$ cat src/rtl/mem_access_unit.sv
// Memory-stage load/store unit: natural-alignment check, byte-enabled word port
// with ack handshake and bus timeout, formatted load data or exception response.
module mem_access_unit #(
  parameter int ADDR_W  = 32,
  parameter int DATA_W  = 32,
  parameter int TIMEOUT = 15
) (
  input  logic              i_clk,
  input  logic              i_reset,
  input  logic              i_req_valid,
  output logic              o_req_ready,
  input  logic [ADDR_W-1:0] i_eff_addr,
  input  logic [1:0]        i_size,
  input  logic              i_unsigned,
  input  logic              i_we,
  input  logic [DATA_W-1:0] i_wdata,
  output logic              o_mem_en,
  output logic [3:0]        o_mem_be,
  output logic              o_mem_we,
  output logic [ADDR_W-1:0] o_mem_addr,
  output logic [DATA_W-1:0] o_mem_wdata,
  input  logic [DATA_W-1:0] i_mem_rdata,
  input  logic              i_mem_ack,
  output logic              o_rsp_valid,
  output logic [DATA_W-1:0] o_rdata,
  output logic [1:0]        o_exc
);

  localparam logic [1:0] S_IDLE  = 2'd0;
  localparam logic [1:0] S_ISSUE = 2'd1;
  localparam logic [1:0] S_WAIT  = 2'd2;
  localparam logic [1:0] S_RESP  = 2'd3;

  localparam logic [1:0] EXC_NONE    = 2'b00;
  localparam logic [1:0] EXC_ALIGN   = 2'b01;
  localparam logic [1:0] EXC_TIMEOUT = 2'b10;

  localparam logic [7:0] CNT_LAST = 8'(TIMEOUT - 1);

  function automatic logic is_misaligned(input logic [1:0] lo, input logic [1:0] sz);
    logic m;
    case (sz)
      2'b00:   m = 1'b0;
      2'b01:   m = lo[0];
      2'b10:   m = (lo != 2'b00);
      default: m = 1'b1;
    endcase
    return m;
  endfunction

  function automatic logic [3:0] byte_en(input logic [1:0] lo, input logic [1:0] sz, input logic we);
    logic [3:0] be;
    if (!we) begin
      be = 4'b1111;
    end else begin
      case (sz)
        2'b00:   be = 4'b0001 << lo;
        2'b01:   be = lo[1] ? 4'b1100 : 4'b0011;
        default: be = 4'b1111;
      endcase
    end
    return be;
  endfunction

  function automatic logic [DATA_W-1:0] repl_wdata(input logic [DATA_W-1:0] wd, input logic [1:0] sz);
    logic [DATA_W-1:0] r;
    case (sz)
      2'b00:   r = {4{wd[7:0]}};
      2'b01:   r = {2{wd[15:0]}};
      default: r = wd;
    endcase
    return r;
  endfunction

  // Select the addressed lane of the read word, then sign- or zero-extend it.
  function automatic logic [DATA_W-1:0] fmt_load(input logic [DATA_W-1:0] rd, input logic [1:0] lo,
                                                 input logic [1:0] sz, input logic uns);
    logic [7:0]        b;
    logic [15:0]       h;
    logic [DATA_W-1:0] r;
    b = rd[{lo, 3'b000} +: 8];
    h = lo[1] ? rd[31:16] : rd[15:0];
    case (sz)
      2'b00:   r = {{24{b[7] & ~uns}}, b};
      2'b01:   r = {{16{h[15] & ~uns}}, h};
      default: r = rd;
    endcase
    return r;
  endfunction

  logic [1:0]        state_q, state_d;
  logic [7:0]        cnt_q, cnt_d;
  logic [1:0]        lo_q, lo_d;
  logic [1:0]        size_q, size_d;
  logic              uns_q, uns_d;
  logic              we_q, we_d;
  logic              mem_en_q, mem_en_d;
  logic              mem_we_q, mem_we_d;
  logic [3:0]        mem_be_q, mem_be_d;
  logic [ADDR_W-1:0] mem_addr_q, mem_addr_d;
  logic [DATA_W-1:0] mem_wdata_q, mem_wdata_d;
  logic              rsp_valid_q, rsp_valid_d;
  logic [DATA_W-1:0] rdata_q, rdata_d;
  logic [1:0]        exc_q, exc_d;

  // Next-state and next-output logic; memory port fields are zero unless an access is in flight.
  always_comb begin
    state_d     = state_q;
    cnt_d       = cnt_q;
    lo_d        = lo_q;
    size_d      = size_q;
    uns_d       = uns_q;
    we_d        = we_q;
    mem_en_d    = 1'b0;
    mem_we_d    = 1'b0;
    mem_be_d    = 4'b0000;
    mem_addr_d  = {ADDR_W{1'b0}};
    mem_wdata_d = {DATA_W{1'b0}};
    rsp_valid_d = 1'b0;
    rdata_d     = {DATA_W{1'b0}};
    exc_d       = EXC_NONE;
    case (state_q)
      S_IDLE: begin
        if (i_req_valid) begin
          lo_d   = i_eff_addr[1:0];
          size_d = i_size;
          uns_d  = i_unsigned;
          we_d   = i_we;
          if (is_misaligned(i_eff_addr[1:0], i_size)) begin
            state_d     = S_RESP;
            rsp_valid_d = 1'b1;
            exc_d       = EXC_ALIGN;
          end else begin
            state_d     = S_ISSUE;
            mem_en_d    = 1'b1;
            mem_we_d    = i_we;
            mem_be_d    = byte_en(i_eff_addr[1:0], i_size, i_we);
            mem_addr_d  = {i_eff_addr[ADDR_W-1:2], 2'b00};
            mem_wdata_d = repl_wdata(i_wdata, i_size);
          end
        end else begin
          state_d = S_IDLE;
        end
      end
      S_ISSUE: begin
        if (i_mem_ack) begin
          state_d     = S_RESP;
          rsp_valid_d = 1'b1;
          rdata_d     = we_q ? {DATA_W{1'b0}} : fmt_load(i_mem_rdata, lo_q, size_q, uns_q);
        end else begin
          state_d     = S_WAIT;
          cnt_d       = 8'd0;
          mem_we_d    = mem_we_q;
          mem_be_d    = mem_be_q;
          mem_addr_d  = mem_addr_q;
          mem_wdata_d = mem_wdata_q;
        end
      end
      S_WAIT: begin
        // Ack takes priority over the timeout on the final wait cycle.
        if (i_mem_ack) begin
          state_d     = S_RESP;
          rsp_valid_d = 1'b1;
          rdata_d     = we_q ? {DATA_W{1'b0}} : fmt_load(i_mem_rdata, lo_q, size_q, uns_q);
        end else if (cnt_q == CNT_LAST) begin
          state_d     = S_RESP;
          rsp_valid_d = 1'b1;
          exc_d       = EXC_TIMEOUT;
        end else begin
          cnt_d       = cnt_q + 8'd1;
          mem_we_d    = mem_we_q;
          mem_be_d    = mem_be_q;
          mem_addr_d  = mem_addr_q;
          mem_wdata_d = mem_wdata_q;
        end
      end
      S_RESP: begin
        state_d = S_IDLE;
      end
      default: begin
        state_d = S_IDLE;
      end
    endcase
  end

  // State and output registers with synchronous reset.
  always_ff @(posedge i_clk) begin
    if (i_reset) begin
      state_q     <= S_IDLE;
      cnt_q       <= 8'd0;
      lo_q        <= 2'b00;
      size_q      <= 2'b00;
      uns_q       <= 1'b0;
      we_q        <= 1'b0;
      mem_en_q    <= 1'b0;
      mem_we_q    <= 1'b0;
      mem_be_q    <= 4'b0000;
      mem_addr_q  <= {ADDR_W{1'b0}};
      mem_wdata_q <= {DATA_W{1'b0}};
      rsp_valid_q <= 1'b0;
      rdata_q     <= {DATA_W{1'b0}};
      exc_q       <= EXC_NONE;
    end else begin
      state_q     <= state_d;
      cnt_q       <= cnt_d;
      lo_q        <= lo_d;
      size_q      <= size_d;
      uns_q       <= uns_d;
      we_q        <= we_d;
      mem_en_q    <= mem_en_d;
      mem_we_q    <= mem_we_d;
      mem_be_q    <= mem_be_d;
      mem_addr_q  <= mem_addr_d;
      mem_wdata_q <= mem_wdata_d;
      rsp_valid_q <= rsp_valid_d;
      rdata_q     <= rdata_d;
      exc_q       <= exc_d;
    end
  end

  assign o_req_ready = (state_q == S_IDLE);
  assign o_mem_en    = mem_en_q;
  assign o_mem_we    = mem_we_q;
  assign o_mem_be    = mem_be_q;
  assign o_mem_addr  = mem_addr_q;
  assign o_mem_wdata = mem_wdata_q;
  assign o_rsp_valid = rsp_valid_q;
  assign o_rdata     = rdata_q;
  assign o_exc       = exc_q;

endmodule

$ cat config.mk
export PLATFORM = sky130hd
export DESIGN_NAME = mem_access_unit
export DESIGN_NICKNAME = d
export VERILOG_FILES = /design/src/rtl/mem_access_unit.sv
export SDC_FILE = /design/constraint.sdc
export NUM_CORES = 1
export LEC_CHECK = 0
export BUFFER_PORTS_ARGS = -buffer_cell sky130_fd_sc_hd__buf_2
export CAP_MARGIN = 20
export CORE_ASPECT_RATIO = 1.5
export CORE_MARGIN = 5
export CORE_UTILIZATION = 52
export DETAILED_ROUTE_END_ITERATION = 6
export PLACE_DENSITY_LB_ADDON = 0.05
export SETUP_SLACK_MARGIN = 0.15
export SLEW_MARGIN = 20
export SYNTH_ARGS = -nofsm -noshare
export SYNTH_HDL_FRONTEND = slang
export SYNTH_SLANG_ARGS = --single-unit
$ cat constraint.sdc
create_clock -name i_clk -period 3.6 [get_ports i_clk]
set_input_delay 0.18 -clock i_clk [delete_from_list [all_inputs] [get_ports i_clk]]
set_output_delay 0.18 -clock i_clk [all_outputs]
set_load 0.01 [all_outputs]
==> results of run 1 <==
[synth_stat cells (7+ instances only)]
cell,n,area (um^2)
sky130_fd_sc_hd__a21oi_2,11,96.3
sky130_fd_sc_hd__clkbuf_1,10,37.5
sky130_fd_sc_hd__mux2i_1,20,200
sky130_fd_sc_hd__inv_1,12,45.0
sky130_fd_sc_hd__buf_6,11,124
sky130_fd_sc_hd__nand2b_1,9,56.3
sky130_fd_sc_hd__o21ai_0,20,100
sky130_fd_sc_hd__o2bb2ai_1,8,70.1
sky130_fd_sc_hd__nand2_1,78,293
sky130_fd_sc_hd__buf_4,8,60.1
sky130_fd_sc_hd__and3_1,7,43.8
sky130_fd_sc_hd__a21oi_1,82,410
sky130_fd_sc_hd__dfxtp_1,119,2380
sky130_fd_sc_hd__nand3_1,11,55.1
sky130_fd_sc_hd__buf_2,13,65.1
sky130_fd_sc_hd__nor2_1,78,293
sky130_fd_sc_hd__o22a_1,16,140
[metrics by stage]
stage	cell area [um^2]	worst slack, ns
6_report	6790	1.15
3_3_place_gp	6180	1.30
4_1_cts	6790	1.15
5_1_grt	6790	0.985
3_5_place_dp	6180	1.17
2_1_floorplan	5250	1.93
[logic make-up after synthesis]
| family | count (synthesis) | synth area share [%] |
|---|---|---|
| simple gates | 212 | 18.8 |
| compound gates | 164 | 21.5 |
| flops | 119 | 45.4 |
| buf+inv | 55 | 6.44 |
| mux | 28 | 5.65 |
| fa+ha+maj | 6 | 1.43 |
| xor+xnor | 4 | 0.668 |
| other cells | 1 | 0.0715 |
[worst paths after layout]
kind / slack [ns] / depth (start not counted) / end / start
setup / recovery: 1.15 / 7 / o_mem_addr[11] / state_q[0]
hold / removal: 0.01 / 3 / o_mem_addr[8] / i_eff_addr[8]
setup reg to reg: 1.15 / 7 / o_mem_addr[11] / state_q[0]
hold reg to reg: 0.46 / 1 / o_mem_wdata[24] / o_mem_wdata[24]
[layout by cell type, fill, tap and decap left out, types with 2 or more instances in the layout]
cell type                      n
sky130_fd_sc_hd__buf_4         5
sky130_fd_sc_hd__nand2b_1      9
sky130_fd_sc_hd__nand3_1      11
sky130_fd_sc_hd__o21ai_0      20
sky130_fd_sc_hd__nor4_1        3
sky130_fd_sc_hd__o22a_1       16
sky130_fd_sc_hd__dfxtp_1     119
sky130_fd_sc_hd__nor3b_2       3
sky130_fd_sc_hd__conb_1        2
sky130_fd_sc_hd__bufinv_16     3
sky130_fd_sc_hd__nand3b_1      2
sky130_fd_sc_hd__and3_1        7
sky130_fd_sc_hd__clkbuf_16    17
sky130_fd_sc_hd__a311oi_1      3
sky130_fd_sc_hd__inv_1        12
sky130_fd_sc_hd__clkinvlp_4    6
sky130_fd_sc_hd__clkinv_2      4
sky130_fd_sc_hd__nor3_4        2
sky130_fd_sc_hd__nor2b_1       6
sky130_fd_sc_hd__nor2_1       78
sky130_fd_sc_hd__mux2i_1      20
sky130_fd_sc_hd__mux2_2        6
sky130_fd_sc_hd__xnor2_1       4
sky130_fd_sc_hd__a21oi_1      82
sky130_fd_sc_hd__ha_1          6
sky130_fd_sc_hd__a21oi_2      11
sky130_fd_sc_hd__nand2_1      78
sky130_fd_sc_hd__o2bb2ai_1     8
sky130_fd_sc_hd__a222oi_1      6
sky130_fd_sc_hd__buf_2       207
[repair_timing]
action                                  4_1_cts  5_1_grt
hold endpoints to repair                      1        0
hold buffers                                  1        0
endpoints found under the setup margin        0        0
[registers in the layout (all words and copies together) (netlist names)]
name	count
uns_q	1
o_exc	2
o_mem_addr	30
we_q	1
o_rsp_valid	1
o_mem_wdata	32
size_q	2
o_mem_we	1
o_mem_be	4
lo_q	2
cnt_q	8
o_mem_en	1
state_q	2
o_rdata	32
[tightest hold or removal path, cell delays in order]
cell	delay [ns]
sky130_fd_sc_hd__buf_2	0.09
sky130_fd_sc_hd__nand2_1	0.05
sky130_fd_sc_hd__a21oi_1	0.05
[per-layer routing]
metal	track usage, %	part of all wire (%)	wire (um)
met5	0	0	0
met4	9.75	2.4	355
met1	26.5	40	5790
met3	6.88	7.1	1030
met2	41.5	51	7460
[power by group]
part	leakage [nW]	internal [mW]	total (mW)	switching [mW]
combinational	1.96	0.251	0.617	0.366
sequential	0.969	1.42	1.48	0.0629
clock	0.277	1.10	1.70	0.598
total	3.21	2.77	3.80	1.03
[area by class of cell]
type / count / area [um^2] / share of cell area, %
multi-input cells: 416 / 2530 / 37.3
clock buffers: 19 / 443 / 6.52
repair buffers: 213 / 1080 / 16.0
well taps: 117 / 146 / 2.16
flip-flops and latches: 119 / 2380 / 35.1
inverters: 13 / 51.3 / 0.755
clock inverters: 13 / 155 / 2.28
==> results.sh, run 1 <==
export IMPL_ys_seq_area_share_pct=45.4
export IMPL_maximum_buffer_depth_of_the_clock_tree=2
export IMPL_die_w_um=92.0
export IMPL_grt_setup_unrepaired="no"
export IMPL_critical_path_max_stage_delay_ns=0.65
export IMPL_total_leakage_power_nw=3.21
export IMPL_worstPathBufferInverterCount=2
export IMPL_tritoncts_num_buffers=17
export IMPL_slew_limit_headroom_pct=46.8
export IMPL_grt_start_max_net_pins=45
export IMPL_detailedRoute_firstPassIterationCount=5
export IMPL_cts_resized=0
export IMPL_via_per_inst=5.35
export IMPL_max_cap_violations=0
export IMPL_synth_edff_count=0
export IMPL_syn_to_final_growth_pct=29.5
export IMPL_timing_worst_slew_pin_value_ns=0.799
export IMPL_globalRoute_totalOverflow=0
export IMPL_grt_pass1_wl_um=23400
export IMPL_crit_share_post_route_pct=68.1
export IMPL_cts_root_buffer_cell="sky130_fd_sc_hd__clkbuf_16"
export IMPL_dr_first_iter_drc_count=219
export IMPL_detail_route_antenna_nets=0
export IMPL_post_drt_wl_per_cell_um=16.1
export IMPL_insertedDiodeCount=0
export IMPL_routed_via_count=4869
export IMPL_fin_total_pwr_mw=3.80
export IMPL_final_max_slew_violation_count=0
export IMPL_postSynth_asyncResetShare_pct=0
export IMPL_postLayoutCoreUtil_pct=67.8
export IMPL_timing_critical_path_required_ns=3.93
export IMPL_drc=0
export IMPL_fill_cells=845
export IMPL_worst_ep_arrival_ns=2.78
export IMPL_yosys_most_used_dff="sky130_fd_sc_hd__dfxtp_1"
export IMPL_synth_cells=589
export IMPL_yosys_warnings=0
export IMPL_period_minus_slack_ns=2.45
export IMPL_die_h_um=133
export IMPL_nature_of_the_critical_path_endpoint="register"
export IMPL_finalSetupViolCount=0
export IMPL_gr_usage_all_layers_pct=23.6
export IMPL_worst_hold_slack_ns=0.0114
export IMPL_synth_avg_cell_area_um2=8.91
export IMPL_syn_cell_area_um2=5250
export IMPL_fmaxAchievable_mhz=408
export IMPL_grt_pass1_vias=4823
export IMPL_final_setup_skew_ns=0.00833
export IMPL_path_max_fanout=33
export IMPL_cp_start_kind="register"
export IMPL_hold_viol_final=0
export IMPL_antenna_found_initial=0
export IMPL_die_area_um2=12200
export IMPL_boundaryPins=210
export IMPL_final_cell_count_no_fill=910
export IMPL_placement_io_buffers=207
export IMPL_ffs_latches_synth=119
export IMPL_place_gp_congestion=0.829
export IMPL_clk_transition_reported_paths_ns=0.06
export IMPL_placeableCoreArea_um2=10000
export IMPL_critical_path_slowest_cell="sky130_fd_sc_hd__a31o_2"
export IMPL_placedCellCount=877
export IMPL_std_cell_rows=45
export IMPL_drive_gt1_share_pct=35.7
export IMPL_htreeDepth=4
export IMPL_hpwl_um=10700
export IMPL_number_of_unique_standard_cell_types_used_by_synthesis=62
export IMPL_post_cts_setup_buffers=0
export IMPL_fin_nets=890
export IMPL_ir_worst_vdd_mv=0.466
export IMPL_drt_wl_total_um=14600
export IMPL_floorplan_initialDensity_pct=52.3
export IMPL_clock_latency_ns=0.41
export IMPL_setup_tns_final_ns=0
export IMPL_crit_chain="inv_1 -> ha_1 -> o21bai_2 -> a31o_2 -> buf_4 -> nor2_1 -> a21oi_1"
export IMPL_worstSetupPathType="register to register"
export IMPL_power_density_nw_per_um2=559
export IMPL_tritoncts="done"
export IMPL_kind_of_cell_adding_the_most_delay_to_the_critical_path="compound AO/OA/AOI/OAI gates"
export IMPL_outcome="complete, no violations"
export IMPL_cts_sink_count=119
export IMPL_hold_path_class="input port to register"
No activity file was read; power rests on OpenSTA's default activity.
==> inputs of run 2 (changes only) <==
- ABC_AREA: unset -> 1
- CORE_UTILIZATION: 52 -> 44
- clock period: 3.6 -> 2.22 ns (I/O delays scaled with it)
==> run 2 against run 1 <==
Against the previous run:
- final cell count up 27%
- routed wire length is 18% higher
- register-to-register slack worse by 0.78 ns
- combinational power increased by 150%
- global-route usage increased by 0.13 points
- clock power grew 67%
- critical endpoint is now o_mem_addr[20]
- synthesized cell count increased by 24%
==> results.sh, run 2 <==
export IMPL_detail_route_antenna_nets=0
export IMPL_drive_gt1_share_pct=26.6
export IMPL_hold_path_cell_count=3
export IMPL_ys_seq_area_share_pct=45.7
export IMPL_multi_input_comb_area_um2=2450
export IMPL_fin_nets=1101
export IMPL_synth_area_leader_cell="sky130_fd_sc_hd__dfxtp_1"
export IMPL_post_drt_wl_per_cell_um=15.0
export IMPL_synth_cells=730
export IMPL_critical_path_max_stage_delay_ns=0.33
export IMPL_final_max_slew_violation_count=0
export IMPL_fill_cells=988
export IMPL_finalSetupViolCount=0
export IMPL_ir_worst_vdd_mv=0.577
export IMPL_die_h_um=143
export IMPL_boundaryPins=210
export IMPL_crit_chain="inv_1 -> ha_1 -> inv_1 -> nor2_1 -> clkinv_1 -> nand2_2 -> nand2_2 -> buf_12 -> a21oi_1"
export IMPL_synth_top_cells_by_area="sky130_fd_sc_hd__dfxtp_1 46%, sky130_fd_sc_hd__nand2_1 16%, sky130_fd_sc_hd__a21oi_1 15%"
export IMPL_timing_critical_path_required_ns=2.55
export IMPL_gr_usage_all_layers_pct=23.8
export IMPL_antenna_found_initial=0
export IMPL_synth_most_common_cell="sky130_fd_sc_hd__nand2_1"
export IMPL_dp_slack_ns=0.309
export IMPL_cts_sink_count=119
export IMPL_hpwl_um=12000
export IMPL_routed_via_count=5796
export IMPL_power_density_nw_per_um2=904
export IMPL_synth_top_cells_by_count="228 x sky130_fd_sc_hd__nand2_1, 152 x sky130_fd_sc_hd__a21oi_1, 119 x sky130_fd_sc_hd__dfxtp_1"
export IMPL_drc=0
export IMPL_crit_share_post_route_pct=83.5
export IMPL_outcome="complete, no violations"
export IMPL_tritoncts_num_buffers=17
export IMPL_ff2ff_path_depth=9
export IMPL_tritoncts="done"
export IMPL_slew_limit_headroom_pct=50.5
export IMPL_floorplan_initialDensity_pct=45.0
export IMPL_worstSetupPathType="register to register"
export IMPL_clk_transition_reported_paths_ns=0.06
export IMPL_ff_latch_area_um2=2380
export IMPL_synth_top_cell_area_share_pct=45.7
export IMPL_fmaxAchievable_mhz=539
export IMPL_nature_of_the_critical_path_endpoint="register"
export IMPL_grt_setup_unrepaired="no"
export IMPL_via_per_inst=5.02
export IMPL_grt_pass1_vias=5741
export IMPL_yosys_warnings=0
export IMPL_drt_wl_total_um=17300
export IMPL_number_of_unique_standard_cell_types_used_by_synthesis=34
export IMPL_mostFrequentLayoutCells="228 x sky130_fd_sc_hd__nand2_1, 207 x sky130_fd_sc_hd__buf_2, 152 x sky130_fd_sc_hd__a21oi_1, 119 x sky130_fd_sc_hd__dfxtp_1, 63 x sky130_fd_sc_hd__dlygate4sd3_1"
export IMPL_total_leakage_power_nw=3.72
export IMPL_detailedRoute_firstPassIterationCount=5
export IMPL_fin_total_pwr_mw=6.87
export IMPL_place_gp_congestion=0.833
export IMPL_syn_to_final_growth_pct=45.8
export IMPL_hold_path_class="input port to register"
export IMPL_yosys_most_used_dff="sky130_fd_sc_hd__dfxtp_1"
export IMPL_maximum_buffer_depth_of_the_clock_tree=2
export IMPL_synth_avg_cell_area_um2=7.15
export IMPL_grt_start_max_net_pins=63
export IMPL_die_area_um2=14200
export IMPL_worst_ep_arrival_ns=2.19
export IMPL_path_max_fanout=57
export IMPL_final_cell_count_no_fill=1155
export IMPL_period_minus_slack_ns=1.85
export IMPL_ffs_latches_synth=119
export IMPL_placement_io_buffers=207
export IMPL_mostFrequentLayoutCell="sky130_fd_sc_hd__nand2_1"
export IMPL_setup_tns_final_ns=0
export IMPL_postSynth_asyncResetShare_pct=0
export IMPL_clock_latency_ns=0.41
export IMPL_syn_cell_area_um2=5220
export IMPL_grt_pass1_wl_um=27400
export IMPL_final_setup_skew_ns=0.00914
export IMPL_htreeDepth=4
export IMPL_cts_root_buffer_cell="sky130_fd_sc_hd__clkbuf_16"
export IMPL_critical_path_slowest_cell="sky130_fd_sc_hd__dfxtp_1"
export IMPL_timing_worst_slew_pin_value_ns=0.741
export IMPL_fin_ws_ns=0.366
export IMPL_std_cell_rows=48
export IMPL_hold_viol_final=0
export IMPL_placedCellCount=1058
export IMPL_dr_first_iter_drc_count=290
export IMPL_placeableCoreArea_um2=11600
export IMPL_synth_edff_count=0
export IMPL_globalRoute_totalOverflow=0
export IMPL_die_w_um=98.9
export IMPL_cp_start_kind="register"
export IMPL_max_cap_violations=0
## run 2: cell types whose count changed after synthesis, sizes merged, moves of 7 or more
| cell | before | now |
|---|---|---|
| o2bb2ai | 8 | 0 |
| nand2b | 9 | 0 |
| nor2 | 79 | 50 |
| mux2 | 7 | 0 |
| o22ai | 0 | 7 |
| o22a | 16 | 0 |
| nor3 | 3 | 10 |
| nand3 | 11 | 20 |
| mux2i | 21 | 0 |
| nand2 | 79 | 232 |
| a21oi | 93 | 153 |
| and3 | 7 | 0 |
| inv | 13 | 44 |
## run 2: worst max-delay path: cells and delay by family (launching register included)
kind            cells  cell delay [ns]
buf+inv             4             0.55
simple gates        3             0.56
compound gates      1             0.18
flops               1             0.33
fa+ha+maj           1             0.16
## run 2: metal layers
layer  vias to the layer above  wire [um]  GRT usage (%)
li1                       2921          -              -
met1                      2608       6500           25.7
met2                       239       8940           43.5
met3                        28       1480           7.24
met4                         0        346           8.49
met5                         -          0              0
## run 2: power breakdown
| group | internal [mW] | leakage (nW) | switching [mW] |
|---|---|---|---|
| Clock | 1.81 | 0.292 | 1.03 |
| Sequential | 2.37 | 0.969 | 0.126 |
| Combinational | 0.606 | 2.46 | 0.928 |
## run 2: worst paths after layout
path	startpoint	endpoint	slack [ns]
hold reg to reg	o_mem_wdata[25]	o_mem_wdata[25]	0.48
setup reg to reg	state_q[1]	o_mem_addr[20]	0.37
hold / removal	i_wdata[5]	o_mem_wdata[5]	0.02
setup / recovery	state_q[1]	o_mem_addr[20]	0.37
## run 2: final cells by class
type                            count  area share (%)
Clock buffer                       19            5.82
Inverter                           45            2.22
Clock inverter                     13            2.27
Multi-Input combinational cell    525            32.2
Sequential cell                   119            31.3
Tap cell                          150            2.47
Timing Repair Buffer              283            23.7
Antenna cell                        1          0.0329
## run 2: per-stage QoR
stage               area, um^2  hold WS, ns  util (%)
finish                    7610       0.0202      65.6
global route              7600       0.0211      65.6
CTS                       7590       0.0117      65.5
detailed placement        6340        0.362      54.7
global placement          6340        0.349      54.7
floorplan                 5220        0.190         -
## run 2: what timing repair did
item,in CTS,in global routing
gates resized for setup,0,1
endpoints found under the hold margin,64,0
hold buffers,63,0
setup buffers,0,1
setup endpoints to repair,0,26
## run 2: cell families after synthesis
kind of cell / synth area share, %
flops: 45.7
simple gates: 24.5
compound gates: 20.4
buf+inv: 7.63
other cells: 0.0719
xor+xnor: 0.336
fa+ha+maj: 1.44
==> inputs of run 3 (changes only) <==
- ABC_AREA: 1 -> 0
- CORE_UTILIZATION: 44 -> 49
- clock period: 2.22 -> 1.8 ns (I/O delays scaled with it)
==> run 3 against run 2 <==
Against the previous run:
- sequential share of layout area down 2.7 points
- register-to-register slack worse by 0.28 ns
- sequential cell count stayed put
- worst setup slack lost 0.28 ns
- via count decreased by 2.8%
- worst hold slack got worse by 0.0035 ns
- final cell count fell by 9.3%
- critical path type unchanged
- critical endpoint is now o_mem_addr[22]
==> results.sh, run 3 (synthesis results as in run 1) <==
export IMPL_routed_via_count=5633
export IMPL_dr_first_iter_drc_count=298
export IMPL_global_route_peak_usage_layer="met2"
export IMPL_fmaxAchievable_mhz=584
export IMPL_mostFrequentLayoutCells="207 x sky130_fd_sc_hd__buf_2, 116 x sky130_fd_sc_hd__dfxtp_1, 77 x sky130_fd_sc_hd__nand2_1, 73 x sky130_fd_sc_hd__dlygate4sd3_1, 67 x sky130_fd_sc_hd__a21oi_1"
export IMPL_grt_start_max_net_pins=42
export IMPL_cts_sink_count=119
export IMPL_finalSetupViolCount=0
export IMPL_worst_ep_arrival_ns=2.01
export IMPL_mostFrequentLayoutCell="sky130_fd_sc_hd__buf_2"
export IMPL_drt_wl_total_um=18900
export IMPL_hpwl_um=11100
export IMPL_setup_tns_final_ns=0
export IMPL_clk_transition_reported_paths_ns=0.05
export IMPL_max_cap_violations=0
export IMPL_globalRoute_totalOverflow=0
export IMPL_tritoncts="done"
export IMPL_grt_pass1_wl_um=25600
export IMPL_htreeDepth=4
export IMPL_final_cell_count_no_fill=1048
export IMPL_die_h_um=137
export IMPL_drive_gt1_share_pct=41.9
export IMPL_power_density_nw_per_um2=989
export IMPL_nature_of_the_critical_path_endpoint="register"
export IMPL_die_area_um2=12900
export IMPL_gr_usage_all_layers_pct=25.2
export IMPL_ir_worst_vdd_mv=0.858
export IMPL_grt_use_met2_pct=45.9
export IMPL_floorplan_initialDensity_pct=49.8
export IMPL_path_max_fanout=6
export IMPL_hold_viol_final=0
export IMPL_syn_to_final_growth_pct=59.3
export IMPL_timing_worst_slew_pin_value_ns=0.536
export IMPL_met1_usage_pct=26.1
export IMPL_die_w_um=94.5
export IMPL_timing_critical_path_required_ns=2.09
export IMPL_cp_start_kind="register"
export IMPL_rr_startpoint="cnt_q[0]"
export IMPL_detail_route_antenna_nets=0
export IMPL_clock_latency_ns=0.41
export IMPL_switching_share_pct=27.2
export IMPL_grt_setup_unrepaired="yes"
export IMPL_cts_root_buffer_cell="sky130_fd_sc_hd__clkbuf_16"
export IMPL_antenna_found_initial=1
export IMPL_fin_nets=1001
export IMPL_detailedRoute_firstPassIterationCount=5
export IMPL_ff2ff_setup_slack_ns=0.09
export IMPL_pwr_share_comb_pct=21.7
export IMPL_total_leakage_power_nw=3.84
export IMPL_placeableCoreArea_um2=10500
export IMPL_final_setup_skew_ns=0.00814
export IMPL_p_int_mw=6.02
export IMPL_slew_limit_headroom_pct=64.1
export IMPL_grt_pass1_vias=5362
export IMPL_grt_util_met3_pct=6.16
export IMPL_std_cell_rows=46
export IMPL_critical_path_reg2reg_endpoint="o_mem_addr[22]"
export IMPL_placement_io_buffers=207
export IMPL_boundaryPins=210
export IMPL_placedCellCount=920
export IMPL_crit_share_post_route_pct=95.2
export IMPL_final_max_slew_violation_count=0
export IMPL_place_gp_congestion=0.902
export IMPL_postLayoutCoreUtil_pct=79.4
export IMPL_period_minus_slack_ns=1.71
export IMPL_hold_path_class="input port to register"
export IMPL_fill_cells=675
export IMPL_maximum_buffer_depth_of_the_clock_tree=2
export IMPL_power_switching_mw=2.25
export IMPL_post_drt_wl_per_cell_um=18.0
export IMPL_ff2ff_path_depth=8
export IMPL_tritoncts_num_buffers=17
export IMPL_share_clk_of_total_power_pct=42.4
export IMPL_seq_power_share_pct=35.9
export IMPL_cp_startpoint="cnt_q[0]"
export IMPL_via_per_inst=5.38
export IMPL_outcome="complete, no violations"
export IMPL_setup_worst_path_end="o_mem_addr[22]"
export IMPL_fin_total_pwr_mw=8.27
export IMPL_worstSetupPathType="register to register"
export IMPL_drc=0
run 3: cell count changes in the layout (fill, tap and decap cells not counted), sizes merged, moves of 10 or more:
cell	before	now
a21oi	153	93
buf	220	245
dlygate4sd3	63	73
inv	45	13
mux2i	0	21
nand2	232	79
nor2	50	79
o22a	0	16
run 3: worst min path at each step:
stage	startpoint	end	cells past startpoint
detailed placement	i_eff_addr[2]	o_mem_addr[2]	3
floorplan	i_we	o_mem_we	2
global route	i_mem_rdata[8]	o_rdata[8]	3
finish	i_eff_addr[1]	lo_q[1]	3
CTS	i_eff_addr[1]	lo_q[1]	3
global placement	i_eff_addr[16]	o_mem_addr[16]	3
run 3: layout make-up:
cell class                      instances  area, um^2  share of cell area (%)
Clock buffer                           21         450                    5.39
Antenna cell                            1        2.50                  0.0299
Multi-Input combinational cell        416        2810                    33.6
Sequential cell                       119        2390                    28.6
Inverter                               13        53.8                   0.644
Timing Repair Buffer                  324        2320                    27.7
Clock inverter                         10         153                    1.83
Tap cell                              144         180                    2.16
run 3: power groups by stage:
stage | Sequential, mW | Clock (mW) | Combinational (mW)
6_report | 2.97 | 3.51 | 1.79
3_5_place_dp | 2.99 | 0 | 1.32
2_1_floorplan | 3.08 | 0 | 0.738
4_1_cts | 2.94 | 3.53 | 1.48
3_3_place_gp | 2.99 | 0 | 1.29
5_1_grt | 2.99 | 3.67 | 1.91
run 3: routing by layer:
layer / part of all wire (%) / up-vias
met5: 0 / -
met4: 5.0 / 0
met3: 6.7 / 70
met2: 53 / 261
met1: 36 / 2651
li1: - / 2651
run 3: repair_timing:
action / 4_1_cts / 5_1_grt
hold endpoints to repair: 74 / 0
endpoints found under the setup margin: 83 / 75
hold buffers: 73 / 0
cloned: 0 / 11
buffers inserted: 3 / 9
pin swaps: 2 / 7
resized for setup: 9 / 77
run 3: critical path, cell delays in order, from the launching register on:
cell	delay [ns]
sky130_fd_sc_hd__dfxtp_4	0.36
sky130_fd_sc_hd__inv_2	0.04
sky130_fd_sc_hd__ha_2	0.16
sky130_fd_sc_hd__and4b_2	0.26
sky130_fd_sc_hd__a31o_4	0.26
sky130_fd_sc_hd__buf_12	0.15
sky130_fd_sc_hd__clkbuf_16	0.15
sky130_fd_sc_hd__nor2_1	0.13
sky130_fd_sc_hd__a21oi_1	0.07
run 3: per-stage QoR:
stage	hold WS, ns	cell area [um^2]	setup slack (ns)
3_5_place_dp	0.337	6390	0.0258
6_report	0.0167	8360	0.0871
4_1_cts	0.00581	7790	0.129
5_1_grt	0.0207	8360	0.0374
3_3_place_gp	0.334	6390	0.106
2_1_floorplan	0.220	5250	0.168
